`src/rtl/ovl_fifo_index_mc_pkg.sv`:
```
// Shared constants for the multi-channel FIFO index checker: fire bit layout
// and the occupancy counter width.
package ovl_fifo_index_mc_pkg;

    localparam int FIRE_OVF = 0;
    localparam int FIRE_UNF = 1;
    localparam int FIRE_SPP = 2;
    localparam int FIRE_W   = 3;

    // Bits needed to hold any occupancy from 0 to depth inclusive.
    function automatic int occ_w(input int depth);
        return $clog2(depth + 1);
    endfunction

endpackage

```
`src/rtl/ovl_fifo_index_chan.sv`:
```
// One tracked FIFO channel: occupancy counter with clamping, violation pulses,
// sticky error, high-water mark and full/drain coverage pulses.
module ovl_fifo_index_chan
    import ovl_fifo_index_mc_pkg::*;
#(
    parameter int DEPTH          = 4,
    parameter int PUSH_WIDTH     = 1,
    parameter int POP_WIDTH      = 1,
    parameter bit SIMUL_PUSH_POP = 1'b1,
    parameter int OCC_W          = 3
) (
    input  logic                  clk,
    input  logic                  reset_n,
    input  logic                  enable_i,
    input  logic                  clr_err_i,
    input  logic [PUSH_WIDTH-1:0] push_i,
    input  logic [POP_WIDTH-1:0]  pop_i,
    output logic [OCC_W-1:0]      occ_o,
    output logic [OCC_W-1:0]      high_water_o,
    output logic [FIRE_W-1:0]     fire_o,
    output logic                  err_sticky_o,
    output logic                  cov_full_o,
    output logic                  cov_drain_o
);

    // One extra bit beyond the widest operand keeps occ + push - pop from wrapping.
    localparam int NW = OCC_W + ((PUSH_WIDTH > POP_WIDTH) ? PUSH_WIDTH : POP_WIDTH) + 1;
    localparam logic signed [NW-1:0] DEPTH_S = NW'(DEPTH);
    localparam logic [OCC_W-1:0]     DEPTH_O = OCC_W'(DEPTH);

    logic [OCC_W-1:0]  occ_q, occ_d;
    logic [OCC_W-1:0]  hw_q, hw_d;
    logic [FIRE_W-1:0] fire_q, fire_d;
    logic              err_q, err_d;
    logic              full_q, full_d;
    logic              drain_q, drain_d;
    logic signed [NW-1:0] next_s;

    // NOTE: every always_comb output gets a default first so no path infers a latch.
    always_comb begin
        occ_d   = occ_q;
        hw_d    = hw_q;
        fire_d  = '0;
        full_d  = 1'b0;
        drain_d = 1'b0;
        err_d   = clr_err_i ? 1'b0 : err_q;
        next_s  = $signed(NW'(occ_q)) + $signed(NW'(push_i)) - $signed(NW'(pop_i));

        if (enable_i) begin
            if (next_s > DEPTH_S) begin
                occ_d            = DEPTH_O;
                fire_d[FIRE_OVF] = 1'b1;
            end else if (next_s < 0) begin
                occ_d            = '0;
                fire_d[FIRE_UNF] = 1'b1;
            end else begin
                occ_d = OCC_W'(next_s);
            end

            if (!SIMUL_PUSH_POP && (push_i != '0) && (pop_i != '0))
                fire_d[FIRE_SPP] = 1'b1;

            if (occ_d > hw_q)
                hw_d = occ_d;

            full_d  = (occ_d == DEPTH_O) && (occ_q != DEPTH_O);
            drain_d = (occ_d == '0) && (occ_q != '0);

            // A fresh violation outranks a same-cycle clear.
            if (fire_d != '0)
                err_d = 1'b1;
        end
    end

    // NOTE: sequential state uses non-blocking assignments so all registers
    // sample the pre-edge values together.
    always_ff @(posedge clk or negedge reset_n) begin
        if (!reset_n) begin
            occ_q   <= '0;
            hw_q    <= '0;
            fire_q  <= '0;
            err_q   <= 1'b0;
            full_q  <= 1'b0;
            drain_q <= 1'b0;
        end else begin
            occ_q   <= occ_d;
            hw_q    <= hw_d;
            fire_q  <= fire_d;
            err_q   <= err_d;
            full_q  <= full_d;
            drain_q <= drain_d;
        end
    end

    assign occ_o        = occ_q;
    assign high_water_o = hw_q;
    assign fire_o       = fire_q;
    assign err_sticky_o = err_q;
    assign cov_full_o   = full_q;
    assign cov_drain_o  = drain_q;

endmodule

```
`src/rtl/ovl_fifo_index_mc.sv`:
```
// Multi-channel FIFO index checker: slices the packed per-channel buses and
// instantiates one independent tracker per channel.
module ovl_fifo_index_mc
    import ovl_fifo_index_mc_pkg::*;
#(
    parameter int NUM_CH         = 2,
    parameter int DEPTH          = 4,
    parameter int PUSH_WIDTH     = 1,
    parameter int POP_WIDTH      = 1,
    parameter bit SIMUL_PUSH_POP = 1'b1,
    parameter int OCC_W          = occ_w(DEPTH)
) (
    input  logic                         clk,
    input  logic                         reset_n,
    input  logic                         enable,
    input  logic [NUM_CH*PUSH_WIDTH-1:0] push,
    input  logic [NUM_CH*POP_WIDTH-1:0]  pop,
    input  logic                         clr_err,
    output logic [NUM_CH*OCC_W-1:0]      occupancy,
    output logic [NUM_CH*OCC_W-1:0]      high_water,
    output logic [NUM_CH*FIRE_W-1:0]     fire,
    output logic [NUM_CH-1:0]            err_sticky,
    output logic [NUM_CH-1:0]            cov_full,
    output logic [NUM_CH-1:0]            cov_drain
);

    for (genvar c = 0; c < NUM_CH; c++) begin : g_ch
        ovl_fifo_index_chan #(
            .DEPTH         (DEPTH),
            .PUSH_WIDTH    (PUSH_WIDTH),
            .POP_WIDTH     (POP_WIDTH),
            .SIMUL_PUSH_POP(SIMUL_PUSH_POP),
            .OCC_W         (OCC_W)
        ) u_chan (
            .clk         (clk),
            .reset_n     (reset_n),
            .enable_i    (enable),
            .clr_err_i   (clr_err),
            .push_i      (push[c*PUSH_WIDTH +: PUSH_WIDTH]),
            .pop_i       (pop[c*POP_WIDTH +: POP_WIDTH]),
            .occ_o       (occupancy[c*OCC_W +: OCC_W]),
            .high_water_o(high_water[c*OCC_W +: OCC_W]),
            .fire_o      (fire[c*FIRE_W +: FIRE_W]),
            .err_sticky_o(err_sticky[c]),
            .cov_full_o  (cov_full[c]),
            .cov_drain_o (cov_drain[c])
        );
    end

endmodule

```
`config.mk`:
```
export PLATFORM = sky130hd
export DESIGN_NAME = ovl_fifo_index_mc
export DESIGN_NICKNAME = d
export VERILOG_FILES = /design/src/rtl/ovl_fifo_index_mc_pkg.sv /design/src/rtl/ovl_fifo_index_chan.sv /design/src/rtl/ovl_fifo_index_mc.sv
export SDC_FILE = /design/constraint.sdc
export NUM_CORES = 1
export LEC_CHECK = 0
export ABC_CLOCK_PERIOD_IN_PS = 4290
export CAP_MARGIN = 25
export CORE_UTILIZATION = 35
export DETAILED_ROUTE_END_ITERATION = 10
export PLACE_DENSITY_LB_ADDON = 0.15
export SLEW_MARGIN = 30
export SYNTH_ARGS = -nofsm -noshare
export SYNTH_HDL_FRONTEND = slang
export SYNTH_SLANG_ARGS = --single-unit
export TNS_END_PERCENT = 100
```
`constraint.sdc`:
```
create_clock -name clk -period 4.29 [get_ports clk]
set_input_delay 0.858 -clock clk [delete_from_list [all_inputs] [get_ports clk]]
set_output_delay 0.858 -clock clk [all_outputs]
set_load 0.02 [all_outputs]
```
# --- Yosys cells after proc, flatten, opt, wreduce, memory -nomap -nowiden ---
# Index checks and enable logic that the tools add are counted.
totals:
  register_bits: 22
  in_bits: 8
  out_inout_bits: 24
  elab_cells: 66
op_classes:
  add_sub_neg: 4
  magnitude_cmp: 6
  n_eq_ne: 4
  muxes: 28
  reduce_logical: 12
ops:
  columns: ["op", "count"]
  rows:
  - ["two-way mux 1 bit", 20]
  - ["two-way mux 3 bit", 6]
  - ["> comparator 5 x 4 -> 1 bit, second input constant", 2]
  - ["less-than comparator 5 x 1 -> 1 bit, second input constant", 2]
  - ["subtractor 4 x 1 -> 5 bit", 2]
  - ["adder 3 x 1 -> 4 bit", 2]
  - ["equality test 3 bit, second input constant", 2]
  - ["> comparator 3 bit", 2]
  - ["logical NOT 3 bit", 2]
  - ["!= test 3 bit, second input constant", 2]
  - ["nonzero test 3 bit", 2]
  - ["logical AND 1 bit", 4]
  - ["two-way mux 2 bit", 2]
  - ["AND reduction 2 bit", 2]
  - ["nonzero test 2 bit", 2]

# --- Depth between registers and ports, before layout ---
logic_depth:
  word_depth: 9
  ltp_mapped: 14
  ltp_nobuf: 14

# --- Modules after synthesis ---
# A second synthesis with hierarchy kept.
unflattened:
  hier_cells: 150
  hier_area_um2: 1570.3
by_module_without_submodules:
  columns: ["module", "instances", "cells_each", "area_each_um2", "seq_area_each_um2"]
  rows:
  - ["ovl_fifo_index_chan (g_ch[0].u_chan)", 1, 75, 797.0, 275.3]
  - ["ovl_fifo_index_chan (g_ch[1].u_chan)", 1, 75, 773.2, 275.3]

# --- Least setup slack after synthesis ---
# OpenSTA, ideal clock, no wires.
synth_path:
  kind: "input to register"
  from: "input pop[0]"
  to: "register g_ch[0].u_chan.hw_q[0]"
  setup_time_ns: 0.125
  arrival_ns: 3.517
  t_required_ns: 4.165
  path_slack_ns: 0.648
  cell_stages: 13
  n_path_buf: 0
  cell_sequence: "ha_1 > inv_1 > ha_1 > inv_1 > fa_1 > xnor2_2 > o2111ai_1 > a211oi_1 > inv_1 > ha_1 > nand3_1 > o2111ai_1 > mux2_2"
synth_between:
  elab_chain_cells: 7
  word_cells_on_any_way: 8
  classes_between: "add/sub (1); order compare (3); mux (3); reduce/logical (1)"
synth_rtl:
  columns: ["element", "line", "source"]
  rows:
  - ["start: declaration", "ovl_fifo_index_mc.sv:17", "input logic [NUM_CH*POP_WIDTH-1:0] pop,"]
  - ["subtractor 4 x 1 -> 5 bit (*)", "ovl_fifo_index_chan.sv:47", "next_s = $signed(NW'(occ_q)) + $signed(NW'(push_i)) - $signed(NW'(pop_i));"]
  - ["less-than comparator 5 x 1 -> 1 bit", "ovl_fifo_index_chan.sv:53", "end else if (next_s < 0) begin"]
  - ["two-way mux 3 bit", "ovl_fifo_index_chan.sv:53", null]
  - ["two-way mux 3 bit (*)", "ovl_fifo_index_chan.sv:50", "if (next_s > DEPTH_S) begin"]
  - ["two-way mux 3 bit (*)", "ovl_fifo_index_chan.sv:49", "if (enable_i) begin"]
  - ["> comparator 3 bit", "ovl_fifo_index_chan.sv:63", "if (occ_d > hw_q)"]
  - ["AND reduction 2 bit (no source line)", null, null]
  - ["end signal: assignment", "ovl_fifo_index_chan.sv:87", "hw_q <= hw_d;"]
  - ["end: declaration", "ovl_fifo_index_chan.sv:32", "logic [OCC_W-1:0] hw_q, hw_d;"]
# Mark *: on every way between the ends. The rest lies on a longest branch, timed or not. The select of a mux whose other input is x is not followed.
# A chain may end at the register's enable or synchronous reset.

# --- Worst setup path after layout ---
layout_path:
  from: "input pop[1]"
  to: "register g_ch[1].u_chan.hw_q[2]"
layout_between:
  elab_chain_cells: 7
  word_cells_on_any_way: 8
  classes_between: "add/sub (1); order compare (3); mux (3); reduce/logical (1)"
layout_rtl:
  columns: ["element", "line"]
  rows:
  - ["subtractor 4 x 1 -> 5 bit (*)", "ovl_fifo_index_chan.sv:47"]
  - ["less-than comparator 5 x 1 -> 1 bit", "ovl_fifo_index_chan.sv:53"]
  - ["two-way mux 3 bit", "ovl_fifo_index_chan.sv:53"]
  - ["two-way mux 3 bit (*)", "ovl_fifo_index_chan.sv:50"]
  - ["two-way mux 3 bit (*)", "ovl_fifo_index_chan.sv:49"]
  - ["> comparator 3 bit", "ovl_fifo_index_chan.sv:63"]
  - ["AND reduction 2 bit (no source line)", null]
  - ["end signal: assignment", "ovl_fifo_index_chan.sv:87"]
  - ["end: declaration", "ovl_fifo_index_chan.sv:32"]
# Marks and branches as above.

==> impl_metrics.toml <==
[setup_path]
cp-end-kind = "register"
reg2regPathDepth = 13
crit_slowest_cell = "clkdlybuf4s50_1"
crit_chain = "clkdlybuf4s50_1 -> ha_1 -> inv_1 -> ha_1 -> fa_1 -> or3b_1 -> a32o_1 -> nor3b_2 -> inv_1 -> ha_1 -> o21ai_0 -> o2111ai_1 -> mux2_2"
critical_path_class = "input port to register"
critPathRequiredTime_ns = 4.44
r2r-start = "g_ch[1].u_chan.occ_o[0]"
cp.buffers_inverters = 3
start_kind = "input port"
critPathLaunch = "pop[1]"
timing.rr.end = "g_ch[1].u_chan.high_water_o[2]"
cp_common_cell = "ha_1"
cp_num_cells = 13
reg2reg_slack_ns = 0.87
cpPeakStageDelay_ns = 0.40
cp_top_family = "adder cells"
worst-path-max-fanout = 3
cp_data_arrival_time_ns = 4.09

[power]
p_sw_uw = 689
p_seq_frac = 0.230
p_leak_uw = 0.000907
power_frac_comb = 0.676
ir_drop_mv = 0.242
clkPwrFrac = 0.094
swShare = 0.436
p_int_uw = 893
cellPowerDensity_mw_per_mm2 = 818

[synthesis]
yosys_warnings = 0
muxShareOfSynthArea = 0.0793
synth_xor_area_frac = 0.0329
synthArstFlopShare = 1.00
yosysTopAreaCell = "dfrtp_1"
yosys_register_bits = 22
yosysTopAreaCellShare = 0.353
synth.avg_cell_area_um2 = 10.2
synth.distinct_cells = 43
synth_area_mm2 = 0.00156
synth_compound_area_frac = 0.159
synth_edf_count = 0
synth_adder_area_share = 0.162
synth_flop_cell = "dfrtp_1"
synth_top_family_by_area = "adder cells"
yosys.area_share.simple = 0.107
synth_area_leaders = "dfrtp_1, ha_1, mux2_2, inv_1, buf_4"
syn_inst = 153
ys_seq_area_frac = 0.353

[sta]
tns_ns = 0
rsz0062_at_grt = "no"
finalHoldViolCount = 0
slew_headroom = 0.510
finalClockSkew_ns = 0.00523
slew_violations = 0
worstMarginPinSlew_ns = 0.733
finalSetupViolCount = 0
finalCriticalPeriod_ns = 3.93
timing.final.crit_share = 0.917
fmax_ghz = 0.254

[clocking]
cts_tree = "yes"
clkTransAtPathRegs_ns = 0.08
cts-root-buf = "clkbuf_8"
htreeDepth = 1
cts_buffers = 3
cts_hold_buffers = 0
cts.sinks = 22
clockBufferDepth = 2
postCtsSetupBuffers = 0
clk_latency_ns = 0.26
ctsResizeCount = 0

[cells_and_area]
drive_gt1_frac = 0.155
fillers = 405
diodes = 0
area_delta_synth_final_pct = 23.8
final_nets = 209
final_util = 0.466

[floorplan]
die_y_um = 68.8
start_util = 0.377
fp.dieW_um = 68.8
die_area_mm2 = 0.00473
io_pins = 32
num_rows = 23
core_mm2 = 0.00414

[global_route]
grt_pass1_wl_um = 5190
track_usage = 0.150
overflow = 0
grt_pass1_vias = 1134
grt_max_degree = 23
antenna_found_initial = 0

[detailed_routing]
drt-wirelength-per-cell_um = 13.5
first_pass_iters = 4
drt_iter0_drc = 41
wl_um = 3130
remaining_drc_errors = 0
antenna_left = 0
via_count = 1169
vias_per_cell = 5.06

[hold_path]
min_from = "g_ch[1].u_chan.err_sticky_o"
hold_end = "g_ch[1].u_chan.err_sticky_o"
min_path_cells = 2
hp-class = "register to register"

[outcome]
outcome = "completed"

[placement]
dp_hpwl_um = 2500
gp_congestion = 0.864
port_buffers = 29

[flow_run]
maxCapViolCount = 0
[worst max path at each step]
stage                                     endpoint  slack [ns]
global placement    g_ch[1].u_chan.high_water_o[1]        0.18
finish              g_ch[1].u_chan.high_water_o[2]        0.36
CTS                 g_ch[0].u_chan.high_water_o[2]        0.31
floorplan           g_ch[0].u_chan.high_water_o[0]        0.65
global route        g_ch[0].u_chan.high_water_o[2]         0.1
detailed placement  g_ch[0].u_chan.high_water_o[2]        0.04
[per-stage QoR]
stage	hold slack, ns	setup WS (ns)	instances	power, uW	cell area [um2]
2_1_floorplan	0.497	0.648	154	1120	1570
3_3_place_gp	0.511	0.177	227	1410	1880
3_5_place_dp	0.530	0.0416	227	1440	1880
4_1_cts	0.547	0.310	231	1600	1940
5_1_grt	0.566	0.0955	231	1740	1930
6_report	0.538	0.355	231	1580	1930
[cells in the final DEF (no fill, tap or decap), types with 2 or more instances in the layout]
cell type and count:
a21oi_1 4, o2111ai_1 3, xnor2_1 2, nor2b_1 2
conb_1 2, nor2_1 5, clkdlybuf4s50_1 28, dfrtp_1 22
clkbuf_8 4, o21ai_0 6, mux2_2 11, nor3b_2 2
o31ai_1 3, nand3_1 3, nand2_1 4, nor3_1 2
inv_1 24, fa_1 2, and2_1 2, nand2b_1 3
xor2_1 2, o21a_1 2, ha_1 17, buf_4 5
a211oi_1 2
[flip-flops by register name (all words and copies together) (netlist names)]
signal / cells
g_ch.u_chan.cov_drain_o: 2
g_ch.u_chan.high_water_o: 6
g_ch.u_chan.cov_full_o: 2
g_ch.u_chan.fire_o: 4
g_ch.u_chan.occ_o: 6
g_ch.u_chan.err_sticky_o: 2
[routing by layer]
layer / GRT usage / share of wire / wire, um / vias up
li1: - / - / - / 583
met1: 0.201 / 0.49 / 1530 / 558
met2: 0.240 / 0.46 / 1450 / 26
met3: 0.0181 / 0.036 / 114 / 2
met4: 0.0663 / 0.011 / 34 / 0
met5: 0 / 0 / 0 / -
[cells in the mapped netlist, drive strengths merged, types with 2 or more instances]
| cell | instances |
|---|---|
| a21oi | 4 |
| o2111ai | 3 |
| xor2 | 2 |
| and2 | 2 |
| nor3b | 2 |
| a211oi | 3 |
| ha | 17 |
| nor3 | 2 |
| nand2b | 3 |
| nand2 | 4 |
| mux2 | 11 |
| nor2 | 5 |
| o21a | 2 |
| clkbuf | 2 |
| o21ai | 6 |
| inv | 24 |
| and3 | 2 |
| xnor2 | 3 |
| buf | 9 |
| dfrtp | 22 |
| o31ai | 3 |
| fa | 2 |
| nor2b | 2 |
| nand3 | 3 |
[worst min-delay path, stage by stage (launching register included)]
cell and delay [ns]:
dfrtp_1 0.38, inv_1 0.05, o21ai_0 0.07
[power by group through the flow]
stage / Combinational [uW] / Clock (uW) / Sequential, uW
detailed placement: 1070 / 0 / 369
global route: 1200 / 163 / 376
global placement: 1040 / 0 / 365
floorplan: 701 / 0 / 419
CTS: 1080 / 153 / 365
finish: 1070 / 148 / 363
[layout make-up]
class                           instances  area, um2  share of cell area
Sequential cell                        22        551               0.285
Inverter                               24       90.1              0.0466
Tap cell                               50       62.6              0.0324
Multi-Input combinational cell         97        852               0.441
Timing Repair Buffer                   34        323               0.167
Clock buffer                            4       55.1              0.0285
[cell families (layout without fill, tap and decap cells)]
kind of cell               after synthesis  in the layout
DFF                                     22             22
buffers and inverters                   35             62
AOI/OAI and AO/OA                       32             32
and+or+nand+nor                         28             28
adders and majority gates               19             19
other                                    1              2
xor gates and xnor gates                 5              5
muxes                                   11             11
(Power assumes the default switching activity.)
